`src/rtl/mmss_bcd_counter_if.sv`:
```
// Front-panel control and BCD time bus between the MM:SS counter and its neighbours.
// The master drives the tick and buttons. The slave returns the registered digits and strobes.
interface mmss_bcd_counter_if;
  logic       tick_1Hz;
  logic       run;
  logic       clr;
  logic       inc_min;
  logic [3:0] sec_ones;
  logic [3:0] sec_tens;
  logic [3:0] min_ones;
  logic [3:0] min_tens;
  logic       sec_pulse;
  logic       wrap;

  modport master (
    output tick_1Hz, run, clr, inc_min,
    input  sec_ones, sec_tens, min_ones, min_tens, sec_pulse, wrap
  );

  modport slave (
    input  tick_1Hz, run, clr, inc_min,
    output sec_ones, sec_tens, min_ones, min_tens, sec_pulse, wrap
  );
endinterface

```
`src/rtl/mmss_bcd_counter.sv`:
```
// MM:SS BCD elapsed-time counter advanced by synchronised rising edges of a 1 Hz tick.
// Provides run/clear/minute-set controls. Every output is registered.
module mmss_bcd_counter #(
  parameter int unsigned SYNC_STAGES = 2,
  parameter int unsigned MAX_MINUTES = 60
) (
  input  logic                 clk_50MHz,
  input  logic                 rst,
  mmss_bcd_counter_if.slave    bus
);

  localparam int unsigned DIG_W = 4;
  localparam int unsigned MIN_W = 2 * DIG_W;
  localparam logic [MIN_W-1:0] MIN_LAST = {DIG_W'((MAX_MINUTES - 1) / 10),
                                           DIG_W'((MAX_MINUTES - 1) % 10)};

  logic [SYNC_STAGES-1:0] sync_q, sync_d;
  logic                   prev_q, prev_d;
  logic [DIG_W-1:0]       sec_ones_q, sec_ones_d;
  logic [DIG_W-1:0]       sec_tens_q, sec_tens_d;
  logic [MIN_W-1:0]       min_q, min_d;
  logic                   sec_pulse_q, sec_pulse_d;
  logic                   wrap_q, wrap_d;
  logic                   tick_edge_c;

  // BCD minute increment, returning to 00 after the last legal minute
  function automatic logic [MIN_W-1:0] min_step(input logic [MIN_W-1:0] m);
    if (m == MIN_LAST) return '0;
    if (m[3:0] == DIG_W'(9)) return {m[7:4] + DIG_W'(1), DIG_W'(0)};
    return {m[7:4], m[3:0] + DIG_W'(1)};
  endfunction

  assign tick_edge_c = sync_q[SYNC_STAGES-1] & ~prev_q;

  always_comb begin
    sync_d      = {sync_q[SYNC_STAGES-2:0], bus.tick_1Hz};
    prev_d      = sync_q[SYNC_STAGES-1];
    sec_ones_d  = sec_ones_q;
    sec_tens_d  = sec_tens_q;
    min_d       = min_q;
    sec_pulse_d = 1'b0;
    wrap_d      = 1'b0;

    if (bus.clr) begin
      sec_ones_d = '0;
      sec_tens_d = '0;
      min_d      = '0;
    end else begin
      if (tick_edge_c && bus.run) begin
        sec_pulse_d = 1'b1;
        if (sec_ones_q != DIG_W'(9)) begin
          sec_ones_d = sec_ones_q + DIG_W'(1);
        end else begin
          sec_ones_d = '0;
          if (sec_tens_q != DIG_W'(5)) begin
            sec_tens_d = sec_tens_q + DIG_W'(1);
          end else begin
            sec_tens_d = '0;
            wrap_d     = (min_q == MIN_LAST);
            min_d      = min_step(min_q);
          end
        end
      end
      // A coincident minute-set applies on top of the tick result
      if (bus.inc_min) min_d = min_step(min_d);
    end
  end

  always_ff @(posedge clk_50MHz) begin
    if (rst) begin
      sync_q      <= '0;
      prev_q      <= 1'b0;
      sec_ones_q  <= '0;
      sec_tens_q  <= '0;
      min_q       <= '0;
      sec_pulse_q <= 1'b0;
      wrap_q      <= 1'b0;
    end else begin
      sync_q      <= sync_d;
      prev_q      <= prev_d;
      sec_ones_q  <= sec_ones_d;
      sec_tens_q  <= sec_tens_d;
      min_q       <= min_d;
      sec_pulse_q <= sec_pulse_d;
      wrap_q      <= wrap_d;
    end
  end

  assign bus.sec_ones  = sec_ones_q;
  assign bus.sec_tens  = sec_tens_q;
  assign bus.min_ones  = min_q[3:0];
  assign bus.min_tens  = min_q[7:4];
  assign bus.sec_pulse = sec_pulse_q;
  assign bus.wrap      = wrap_q;

endmodule

```
`src/flat_wrapper.sv`:
```
// flat-port wrapper written by rule: the top's interface ports become plain ports
module mmss_bcd_counter_flat 
#(
  parameter int unsigned SYNC_STAGES = 2,
  parameter int unsigned MAX_MINUTES = 60
)
  (clk_50MHz, rst, bus_tick_1Hz, bus_run, bus_clr, bus_inc_min, bus_sec_ones, bus_sec_tens, bus_min_ones, bus_min_tens, bus_sec_pulse, bus_wrap);
  mmss_bcd_counter_if bus_i ();
  input  logic clk_50MHz;
  input  logic rst;
  input wire logic [$bits(bus_i.tick_1Hz)-1:0] bus_tick_1Hz;
  input wire logic [$bits(bus_i.run)-1:0] bus_run;
  input wire logic [$bits(bus_i.clr)-1:0] bus_clr;
  input wire logic [$bits(bus_i.inc_min)-1:0] bus_inc_min;
  output wire logic [$bits(bus_i.sec_ones)-1:0] bus_sec_ones;
  output wire logic [$bits(bus_i.sec_tens)-1:0] bus_sec_tens;
  output wire logic [$bits(bus_i.min_ones)-1:0] bus_min_ones;
  output wire logic [$bits(bus_i.min_tens)-1:0] bus_min_tens;
  output wire logic [$bits(bus_i.sec_pulse)-1:0] bus_sec_pulse;
  output wire logic [$bits(bus_i.wrap)-1:0] bus_wrap;
  assign bus_i.tick_1Hz = bus_tick_1Hz;
  assign bus_i.run = bus_run;
  assign bus_i.clr = bus_clr;
  assign bus_i.inc_min = bus_inc_min;
  assign bus_sec_ones = bus_i.sec_ones;
  assign bus_sec_tens = bus_i.sec_tens;
  assign bus_min_ones = bus_i.min_ones;
  assign bus_min_tens = bus_i.min_tens;
  assign bus_sec_pulse = bus_i.sec_pulse;
  assign bus_wrap = bus_i.wrap;
  mmss_bcd_counter #(.SYNC_STAGES(SYNC_STAGES), .MAX_MINUTES(MAX_MINUTES)) u_core (.clk_50MHz(clk_50MHz), .rst(rst), .bus(bus_i));
endmodule
```
`config.mk`:
```
export PLATFORM = sky130hd
export DESIGN_NAME = mmss_bcd_counter_flat
export DESIGN_NICKNAME = d
export VERILOG_FILES = /design/src/rtl/mmss_bcd_counter_if.sv /design/src/rtl/mmss_bcd_counter.sv /design/src/flat_wrapper.sv
export SDC_FILE = /design/constraint.sdc
export NUM_CORES = 1
export LEC_CHECK = 0
export BUFFER_PORTS_ARGS = -buffer_cell sky130_fd_sc_hd__buf_2
export CAP_MARGIN = 20
export CELL_PAD_IN_SITES_DETAIL_PLACEMENT = 1
export CELL_PAD_IN_SITES_GLOBAL_PLACEMENT = 1
export CORE_ASPECT_RATIO = 1.75
export CORE_MARGIN = 3
export CORE_UTILIZATION = 40
export DETAILED_ROUTE_END_ITERATION = 16
export GPL_TIMING_DRIVEN = 0
export PLACE_DENSITY = 0.89
export RECOVER_POWER = 50
export SLEW_MARGIN = 10
export SYNTH_ARGS = -nofsm -noshare
export SYNTH_HDL_FRONTEND = slang
export SYNTH_SLANG_ARGS = --single-unit
```
`constraint.sdc`:
```
create_clock -name clk_50MHz -period 3.25 [get_ports clk_50MHz]
set_clock_uncertainty 0.15 [all_clocks]
set_input_delay 0.325 -clock clk_50MHz [delete_from_list [all_inputs] [get_ports clk_50MHz]]
set_output_delay 0.325 -clock clk_50MHz [all_outputs]
set_load 0.01 [all_outputs]
```
==> run metrics, run 1 <==
Crit Path Class reg -> reg; Routed Antenna Nets 0; hold path start bus_tick_1Hz; startpoint types register; setup tns final 0 ns; Die ar. 3840 sq um; worst min-delay path class in -> reg; Root Buffer clkbuf_8; yosys warns 0; first-pass GRT wire length 5000 microns; Max VDD drop 0.200 mV; worst-path fanout max 10; leading area contributor after synthesis dfxtp_1; syn_area_per_cell roughly 8.9 sq um; Buf/Inv on CP 2; syn_nets 153; initial antenna violation count 0; CTS clk-pin slew, worst paths around 0.08 ns; cell depth of the worst flop-to-flop path 9; Worst Tran Pin Value 0.493 ns; cell internal pwr ~350 uW; Post-synth ARST share 0%; Starting DRT DRC Count 11; Slew Limit Fails 0; vias per inst 5.33; Initial Util 42.0%; post-CTS setup buffer count 0; Fin. Hold Viols 0; Ports 24; routed length per instance 14.2 microns; commonest non-fill, non-tap cell in the layout dfxtp_1; num rows 26; drt first pass iters 4; Final Wtd Congestion 0.807; Distinct cells, synth 46; Hold Path End u_core.sync_q[0]; cells after synthesis 139; logic gate share of total power 4.8%; Reg power frac 57.1%; pin count of the biggest net entering global routing 13; RSZ-0062 raised after global routing false; status finished, final reports clean; Required @ worst endpoint approximately 3.3 ns; Setup-failing EPs final 0; main flop type after synthesis dfxtp_1; register area approximately 420 sq um; Final HPWL DP 2350 microns; Sw Share 22.9%; Vert. Die Dim 79.8 microns; via count 1109; FMAX 369 MHz; area of the core 2960 sq um; residual DRC count 0; synthesized area 1240 sq um; antenna cell count 0; Final period util a little over four fifths; number of gates resized after cts 0; grt ovf 0; Multi-input gate area roughly 780 sq um; WHS Path Cells 2; CTS H-Tree Depth 1; layout net count 181; ranking of synthesized cells by area dfxtp_1 34%, ha_1 8.0%, nor2_1 4.8%; max incr delay on CP 0.42 ns; Skew-Pair Late Insertion Delay roughly 0.26 ns; vias in the first global route 1162; gr usage total between 10% and 20%; Yosys top cell area share 33.8%; #FFs+latches synth 21; cells along the critical path ha_1 -> and3b_1 -> buf_2 -> nand4_4 -> o31ai_1 -> inv_1 -> ha_1 -> or3_1 -> o41ai_1; Crit path max-delay family simple AND/OR/NAND/NOR gates; input/output buffers 23; routed wire length 2950 microns; most frequent cells in the layout 21 x dfxtp_1, 16 x nor2_1, 16 x clkbuf_1; Crit Reg-Reg Startpoint u_core.min_q[0]; # fillers 363; area grow syn2layout 15.8%; critical path launch point u_core.min_q[0]; Reg2Reg Setup Slack between 0.5 and 0.6 ns; Die Span X 48.2 microns; CTS sink cnt 21; post-layout minimum cycle time 2.71 ns; Slowest cell on crit path dfxtp_1; CTS hold repair buffers 0; deepest clock path buffer count 2; Worst setup EP type register; share of layout cells above drive strength 1 between 15 and 20%; CP arrival approximately 2.7 ns; slew margin rel. about two thirds; Max-cap violations 0; Post-synth EDFFs 0; clock share of power 38.1%; TritonCTS buffer count 3; Pwr Density ~320 nW/um^2; Top cell by count, worst path ha_1; P_leak 0.560 nW; CTS tree yes; worst r2r dst u_core.min_q[7]; Hold WS 0.145 ns; sequential share of the synthesized area 33.8%; Net Sw Power roughly 100 uW
==> through the flow <==
| step | area (sq um) | power [mW] | worst slack (ns) | util, % | std cells |
|---|---|---|---|---|---|
| CTS | 1460 | 0.464 | 0.531 | 49.2 | 208 |
| detailed placement | 1410 | 0.291 | 0.551 | 47.7 | 204 |
| floorplan | 1240 | 0.280 | 0.767 | - | 139 |
| global route | 1440 | 0.476 | 0.340 | 48.6 | 208 |
| finish | 1440 | 0.459 | 0.541 | 48.6 | 208 |
| global placement | 1410 | 0.289 | 0.627 | 47.7 | 204 |
==> sequential cells by signal (all words and copies together) (netlist names) <==
register and count:
u_core.bus.wrap 1, u_core.bus.sec_ones 4, u_core.prev_q 1, u_core.min_q 8, u_core.sync_q 2, u_core.bus.sec_pulse 1, u_core.bus.sec_tens 4
==> cells by family after synthesis <==
| logic type | Yosys count | synth area share (%) |
|---|---|---|
| AO/OA/AOI/OAI | 24 | 12.7 |
| AND/OR/NAND/NOR | 60 | 30.5 |
| flip-flops | 21 | 33.8 |
| XOR/XNOR | 8 | 5.63 |
| multiplexers | 6 | 5.53 |
| buffers and inverters | 12 | 3.82 |
| adder cells (fa/ha/maj) | 8 | 8.05 |
==> area by class of cell <==
class | count | area share, %
Buffer | 4 | 1.22
Clock buffer | 3 | 2.87
Clock inverter | 1 | 0.348
Inverter | 8 | 2.09
Multi-Input combinational cell | 106 | 53.9
Sequential cell | 21 | 29.2
Tap cell | 42 | 3.65
Timing Repair Buffer | 23 | 6.78
==> cells in the mapped netlist (3+ instances only) <==
master   count
dfxtp_1     21
a21oi_1      5
nand2_1      9
nor2b_1      4
ha_1         8
o21ai_0      5
nand3_1      5
mux2_2       3
nor2_1      16
xnor2_1      4
inv_1        8
a31oi_1      3
xor2_1       4
nand4_1      3
==> worst max path at each step <==
stage	endpoint	slack, ns	cells past startpoint
global placement	u_core.min_q[7]	0.63	9
global route	u_core.min_q[7]	0.34	9
floorplan	u_core.min_q[7]	0.77	9
CTS	u_core.min_q[7]	0.53	9
finish	u_core.min_q[7]	0.54	9
detailed placement	u_core.min_q[7]	0.55	9
==> power groups by stage <==
stage	Sequential (mW)	Combinational (mW)	Clock, mW
finish	0.262	0.0221	0.175
global route	0.262	0.0252	0.188
CTS	0.262	0.0228	0.179
detailed placement	0.268	0.0228	0
global placement	0.268	0.0214	0
floorplan	0.268	0.0123	0
==> layer usage <==
layer | share of wire, % | GRT usage [%] | up-vias
li1 | - | - | 548
met1 | 39 | 17.7 | 539
met2 | 57 | 32.5 | 18
met3 | 1.9 | 2.26 | 4
met4 | 1.8 | 8.63 | 0
met5 | 0 | 0 | -
Power figures use the tool's default switching activity.
==> inputs of run 2 (changes only) <==
clock period = 2.5 ns   (was 3.25 ns; I/O delays follow)
==> run 2 against run 1 <==
Combinational power grew 40%. Critical path depth grew 1. Register-to-register slack lost 0.53 ns. Critical endpoint unchanged. Largest cell class unchanged.
==> run metrics, run 2 (same netlist as run 1, synthesis figures left out) <==
CTS clk-pin slew, worst paths 0.08 ns (about the same); Max-cap violations 0 (unchanged); startpoint types register (unchanged); worst min-delay path class in -> reg (unchanged); status finished, final reports clean (unchanged); cell depth of the worst flop-to-flop path 10 (was 9); Initial Util 42.0% (unchanged); cells along the critical path inv_2 -> ha_1 -> and3b_1 -> buf_6 -> nand4_4 -> o31ai_4 -> inv_1 -> ha_2 -> or3_4 -> o41ai_2 (was ha_1 -> and3b_1 -> buf_2 -> nand4_4 -> o31ai_1 -> inv_1 -> ha_1 -> or3_1 -> o41ai_1); hold path start bus_tick_1Hz (unchanged); area grow syn2layout 26.0% (was 15.8%); Starting DRT DRC Count 6 (was 11); pin count of the biggest net entering global routing 13 (unchanged); P_leak 0.626 nW (was 0.560 nW); FMAX 402 MHz (was 369 MHz); deepest clock path buffer count 2 (unchanged); TritonCTS buffer count 3 (unchanged); Die Span X 48.2 microns (unchanged); max incr delay on CP 0.38 ns (was 0.42 ns); Hold Path End u_core.sync_q[0] (unchanged); routed length per instance 14.6 microns (was 14.2 microns); Final HPWL DP 2350 microns (unchanged); vias in the first global route 1166 (was 1162); area of the core 2960 sq um (unchanged); Hold WS 0.0705 ns (was 0.145 ns); Final Wtd Congestion 0.807 (unchanged); Skew-Pair Late Insertion Delay 0.26 ns (about the same); WHS Path Cells 2 (unchanged); Pwr Density 382 nW/um^2 (was 319 nW/um^2); setup tns final 0 ns (unchanged); Crit Reg-Reg Startpoint u_core.min_q[1] (was u_core.min_q[0]); final instance area 1570 sq um (was 1440 sq um); Ports 24 (unchanged); worst r2r dst u_core.min_q[7] (unchanged); input/output buffers 23 (unchanged); layout net count 189 (was 181); num rows 26 (unchanged); CP arrival 2.50 ns (was 2.73 ns); Reg2Reg Setup Slack 0.01 ns (was 0.54 ns); most frequent cells in the layout 16 x nor2_1, 16 x dfxtp_1, 13 x buf_2 (was 21 x dfxtp_1, 16 x nor2_1, 16 x clkbuf_1); Root Buffer clkbuf_8 (unchanged); post-layout minimum cycle time 2.49 ns (was 2.71 ns); worst-path fanout max 7 (was 10); Die ar. 3840 sq um (unchanged); Setup-failing EPs final 0 (unchanged); antenna cell count 0 (unchanged); grt ovf 0 (unchanged); CTS sink cnt 21 (unchanged); share of layout cells above drive strength 1 29.9% (was 16.3%); vias per inst 5.29 (was 5.33); Required @ worst endpoint 2.52 ns (was 3.27 ns); number of flip-flops under the largest register name 8 (unchanged); CTS tree yes (unchanged); slew margin rel. 65.3% (was 67.0%); Worst Tran Pin Value 0.518 ns (was 0.493 ns); CTS H-Tree Depth 1 (unchanged); gr usage total 17.8% (was 17.7%); Routed Antenna Nets 0 (unchanged); initial antenna violation count 0 (unchanged); CTS hold repair buffers 0 (unchanged); Slowest cell on crit path or3_4 (was dfxtp_1); Final period util 99.5% (was 83.4%); Vert. Die Dim 79.8 microns (unchanged); routed wire length 3150 microns (was 2950 microns); final total power 598 uW (was 459 uW); Fin. Hold Viols 0 (unchanged); first-pass GRT wire length 5000 microns (unchanged); Crit Path Class reg -> reg (unchanged); residual DRC count 0 (unchanged); Max VDD drop 0.272 mV (was 0.200 mV); Post-DP Area 1410 sq um (unchanged); Slew Limit Fails 0 (unchanged); Reg with most FFs u_core.min_q (unchanged); via count 1142 (was 1109); drt first pass iters 2 (was 4); Worst setup EP type register (unchanged)
run 2: cell count changes in the layout (fill, tap and decap cells not counted), sizes merged:
cell and delta:
clkbuf -3, buf +11
run 2: how the worst max path moves through the flow:
stage          depth (start not counted)         endpoint       startpoint  slack, ns
2_1_floorplan                          9  u_core.min_q[7]  u_core.min_q[0]       0.02
3_3_place_gp                           9  u_core.min_q[7]  u_core.min_q[0]      -0.12
3_5_place_dp                           9  u_core.min_q[7]  u_core.min_q[0]      -0.20
4_1_cts                               10  u_core.min_q[7]  u_core.min_q[1]      0.008
5_1_grt                               10  u_core.min_q[7]  u_core.min_q[1]      -0.11
6_report                              10  u_core.min_q[7]  u_core.min_q[1]       0.01
run 2: layer usage:
layer | up-vias | part of all wire (%) | global-route usage (%)
li1 | 564 | - | -
met2 | 22 | 56 | 33.0
met4 | 0 | 3.7 | 8.36
met3 | 10 | 2.4 | 2.26
met1 | 546 | 38 | 17.3
met5 | - | 0 | 0
run 2: area by class of cell:
class | count | area [sq um]
Timing Repair Buffer | 31 | 163
Sequential cell | 21 | 429
Multi-Input combinational cell | 106 | 820
Clock buffer | 3 | 41.3
Buffer | 4 | 26.3
Inverter | 8 | 30.0
Clock inverter | 1 | 5.00
Fill cell | 353 | 1390
Tap cell | 42 | 52.6
run 2: repair_timing:
action | CTS | global route
buffers inserted | 0 | 8
resized for setup | 5 | 15
pin swaps | 1 | 3
endpoints found under the setup margin | 2 | 4
run 2: power breakdown:
group	internal [mW]	switching (mW)	leakage, nW
clock network	0.111	0.116	0.0255
logic	0.0130	0.0179	0.428
registers	0.337	0.00306	0.172
run 2: critical path, delay by kind of cell (launching register included):
family	cells	cell delay, ns
AO/OA/AOI/OAI	2	0.53
adder cells (fa/ha/maj)	2	0.35
buffers and inverters	3	0.29
flip-flops	1	0.36
AND/OR/NAND/NOR	3	0.69
run 2: through the flow:
step                      instances  utilization [%]  setup slack [ns]
after floorplan                 139                -            0.0168
after detailed placement        204             47.7            -0.199
final                           216             52.9            0.0121
after CTS                       208             49.8           0.00789
after global routing            216             52.9            -0.110
after global placement          204             47.7            -0.123
==> inputs of run 3 (changes only) <==
CELL_PAD_IN_SITES_DETAIL_PLACEMENT = unset   (was 1)
CELL_PAD_IN_SITES_GLOBAL_PLACEMENT = unset   (was 1)
CORE_UTILIZATION = 45   (was 40)
PLACE_DENSITY = 0.71   (was 0.89)
==> run 3 against run 2 <==
Core utilization up 6.3 points. Sequential cell count is the same. Critical path depth stayed put. Total power is 1.2% lower.
==> run metrics, run 3 (same netlist as run 1, synthesis figures left out) <==
routed wire length 2750 microns (was 3150 microns); CTS clk-pin slew, worst paths 0.08 ns (about the same); Routed Antenna Nets 0 (unchanged); Final Wtd Congestion 0.825 (was 0.807); cells along the critical path ha_1 -> and3b_1 -> buf_6 -> nand4_4 -> o31ai_4 -> buf_4 -> ha_2 -> inv_1 -> or3b_1 -> a21oi_2 (was inv_2 -> ha_1 -> and3b_1 -> buf_6 -> nand4_4 -> o31ai_4 -> inv_1 -> ha_2 -> or3_4 -> o41ai_2); Final HPWL DP 2090 microns (was 2350 microns); Ports 24 (unchanged); CTS sink cnt 21 (unchanged); area grow syn2layout 21.6% (was 26.0%); num rows 24 (was 26); grt ovf 0 (unchanged); Die ar. 3460 sq um (was 3840 sq um); vias in the first global route 1040 (was 1166); hold path start bus_tick_1Hz (unchanged); Max VDD drop 0.268 mV (was 0.272 mV); initial antenna violation count 0 (unchanged); deepest clock path buffer count 2 (unchanged); slew margin rel. 67.1% (was 65.3%); setup tns final 0 ns (unchanged); first-pass GRT wire length 4550 microns (was 5000 microns); Required @ worst endpoint 2.54 ns (was 2.52 ns); CP arrival 2.47 ns (was 2.50 ns); gr usage total 17.2% (was 17.8%); Reg with most FFs u_core.min_q (unchanged); via count 1109 (was 1142); Initial Util 48.7% (was 42.0%); FMAX 411 MHz (was 402 MHz); Final period util 97.4% (was 99.5%); Slowest cell on crit path or3b_1 (was or3_4); Setup-failing EPs final 0 (unchanged); vias per inst 5.63 (was 5.29); antenna cell count 0 (unchanged); input/output buffers 23 (unchanged); final instance area 1510 sq um (was 1570 sq um); routed length per instance 13.9 microns (was 14.6 microns); TritonCTS buffer count 3 (unchanged); worst-path fanout max 6 (was 7); worst r2r dst u_core.min_q[6] (was u_core.min_q[7]); Pwr Density 391 nW/um^2 (was 382 nW/um^2); Root Buffer clkbuf_8 (unchanged); status finished, final reports clean (unchanged); cell depth of the worst flop-to-flop path 10 (unchanged); Crit Path Class reg -> reg (unchanged); Worst setup EP type register (unchanged); residual DRC count 0 (unchanged); Starting DRT DRC Count 29 (was 6); P_leak 0.626 nW (about the same); startpoint types register (unchanged); pin count of the biggest net entering global routing 12 (was 13); Max-cap violations 0 (unchanged); Post-DP Area 1390 sq um (was 1410 sq um); CTS tree yes (unchanged); Vert. Die Dim 75.5 microns (was 79.8 microns); commonest non-fill, non-tap cell in the layout buf_2; area of the core 2550 sq um (was 2960 sq um); CTS H-Tree Depth 1 (unchanged); worst min-delay path class in -> reg (unchanged); post-layout minimum cycle time 2.44 ns (was 2.49 ns); RSZ-0062 raised after global routing true; number of flip-flops under the largest register name 8 (unchanged); Worst Tran Pin Value 0.494 ns (was 0.518 ns); Die Span X 45.7 microns (was 48.2 microns); Fin. Hold Viols 0 (unchanged); most frequent cells in the layout 19 x buf_2, 18 x dfxtp_1, 16 x nor2_1 (was 16 x nor2_1, 16 x dfxtp_1, 13 x buf_2); Hold Path End u_core.sync_q[0] (unchanged); critical path launch point u_core.min_q[0] (was u_core.min_q[1]); max incr delay on CP 0.39 ns (was 0.38 ns); WHS Path Cells 2 (unchanged); drt first pass iters 4 (was 2); layout net count 186 (was 189); Crit Reg-Reg Startpoint u_core.min_q[0] (was u_core.min_q[1]); Slew Limit Fails 0 (unchanged); Skew-Pair Late Insertion Delay 0.26 ns (about the same); share of layout cells above drive strength 1 28.7% (was 29.9%); Reg2Reg Setup Slack 0.06 ns (was 0.01 ns)
## run 3: cell types whose count changed in the layout (fill, tap and decap cells not counted), sizes merged
cell,previous run,this run
clkbuf,16,11
clkinv,1,0
buf,22,25
## run 3: worst max-delay path by stage
stage	end	slack (ns)	cells past startpoint
global placement	u_core.min_q[7]	-0.12	9
global route	u_core.min_q[6]	-0.05	11
floorplan	u_core.min_q[7]	0.02	9
CTS	u_core.min_q[7]	0.03	10
finish	u_core.min_q[6]	0.06	10
detailed placement	u_core.min_q[7]	-0.24	9
## run 3: layout make-up
type | instances | area [sq um]
Sequential cell | 21 | 424
Fill cell | 228 | 1040
Tap cell | 26 | 32.5
Timing Repair Buffer | 28 | 146
Multi-Input combinational cell | 106 | 811
Buffer | 4 | 23.8
Inverter | 8 | 30.0
Clock buffer | 4 | 45.0
## run 3: report_power, final
part	total [mW]	internal [mW]	switching (mW)
Combinational	0.0288	0.0119	0.0169
Sequential	0.341	0.338	0.00296
Clock	0.221	0.113	0.108
## run 3: metrics by stage
step / hold slack (ns) / setup WS (ns) / total power [mW] / std cells / utilization [%]
after CTS: 0.0526 / 0.0312 / 0.598 / 194 / 57.5
final: 0.0556 / 0.0646 / 0.591 / 197 / 59.3
after global placement: 0.282 / -0.125 / 0.376 / 188 / 54.5
after floorplan: 0.172 / 0.0168 / 0.364 / 139 / -
after global routing: 0.0529 / -0.0461 / 0.614 / 197 / 59.3
after detailed placement: 0.293 / -0.241 / 0.377 / 188 / 54.5
## run 3: metal layers
metal  vias to the layer above  share of wire [%]  GRT usage (%)
met3                         4                2.8           2.60
met1                       532                 41           18.7
met2                        16                 55           31.7
met5                         -                  0              0
met4                         0                1.4           6.96
li1                        557                  -              -
## run 3: timing repair
item,CTS,global route
endpoints found under the hold margin,0,0
pin swaps,2,2
resized for setup,3,11
setup buffers,2,3
hold buffers,0,0
endpoints found under the setup margin,3,4
## run 3: worst max-delay path: cells and delay by family, from the launching register on
kind | cells | cell delay (ns)
AO/OA/AOI/OAI | 2 | 0.46
adder cells (fa/ha/maj) | 2 | 0.34
buffers and inverters | 3 | 0.32
flip-flops | 1 | 0.38
AND/OR/NAND/NOR | 3 | 0.70
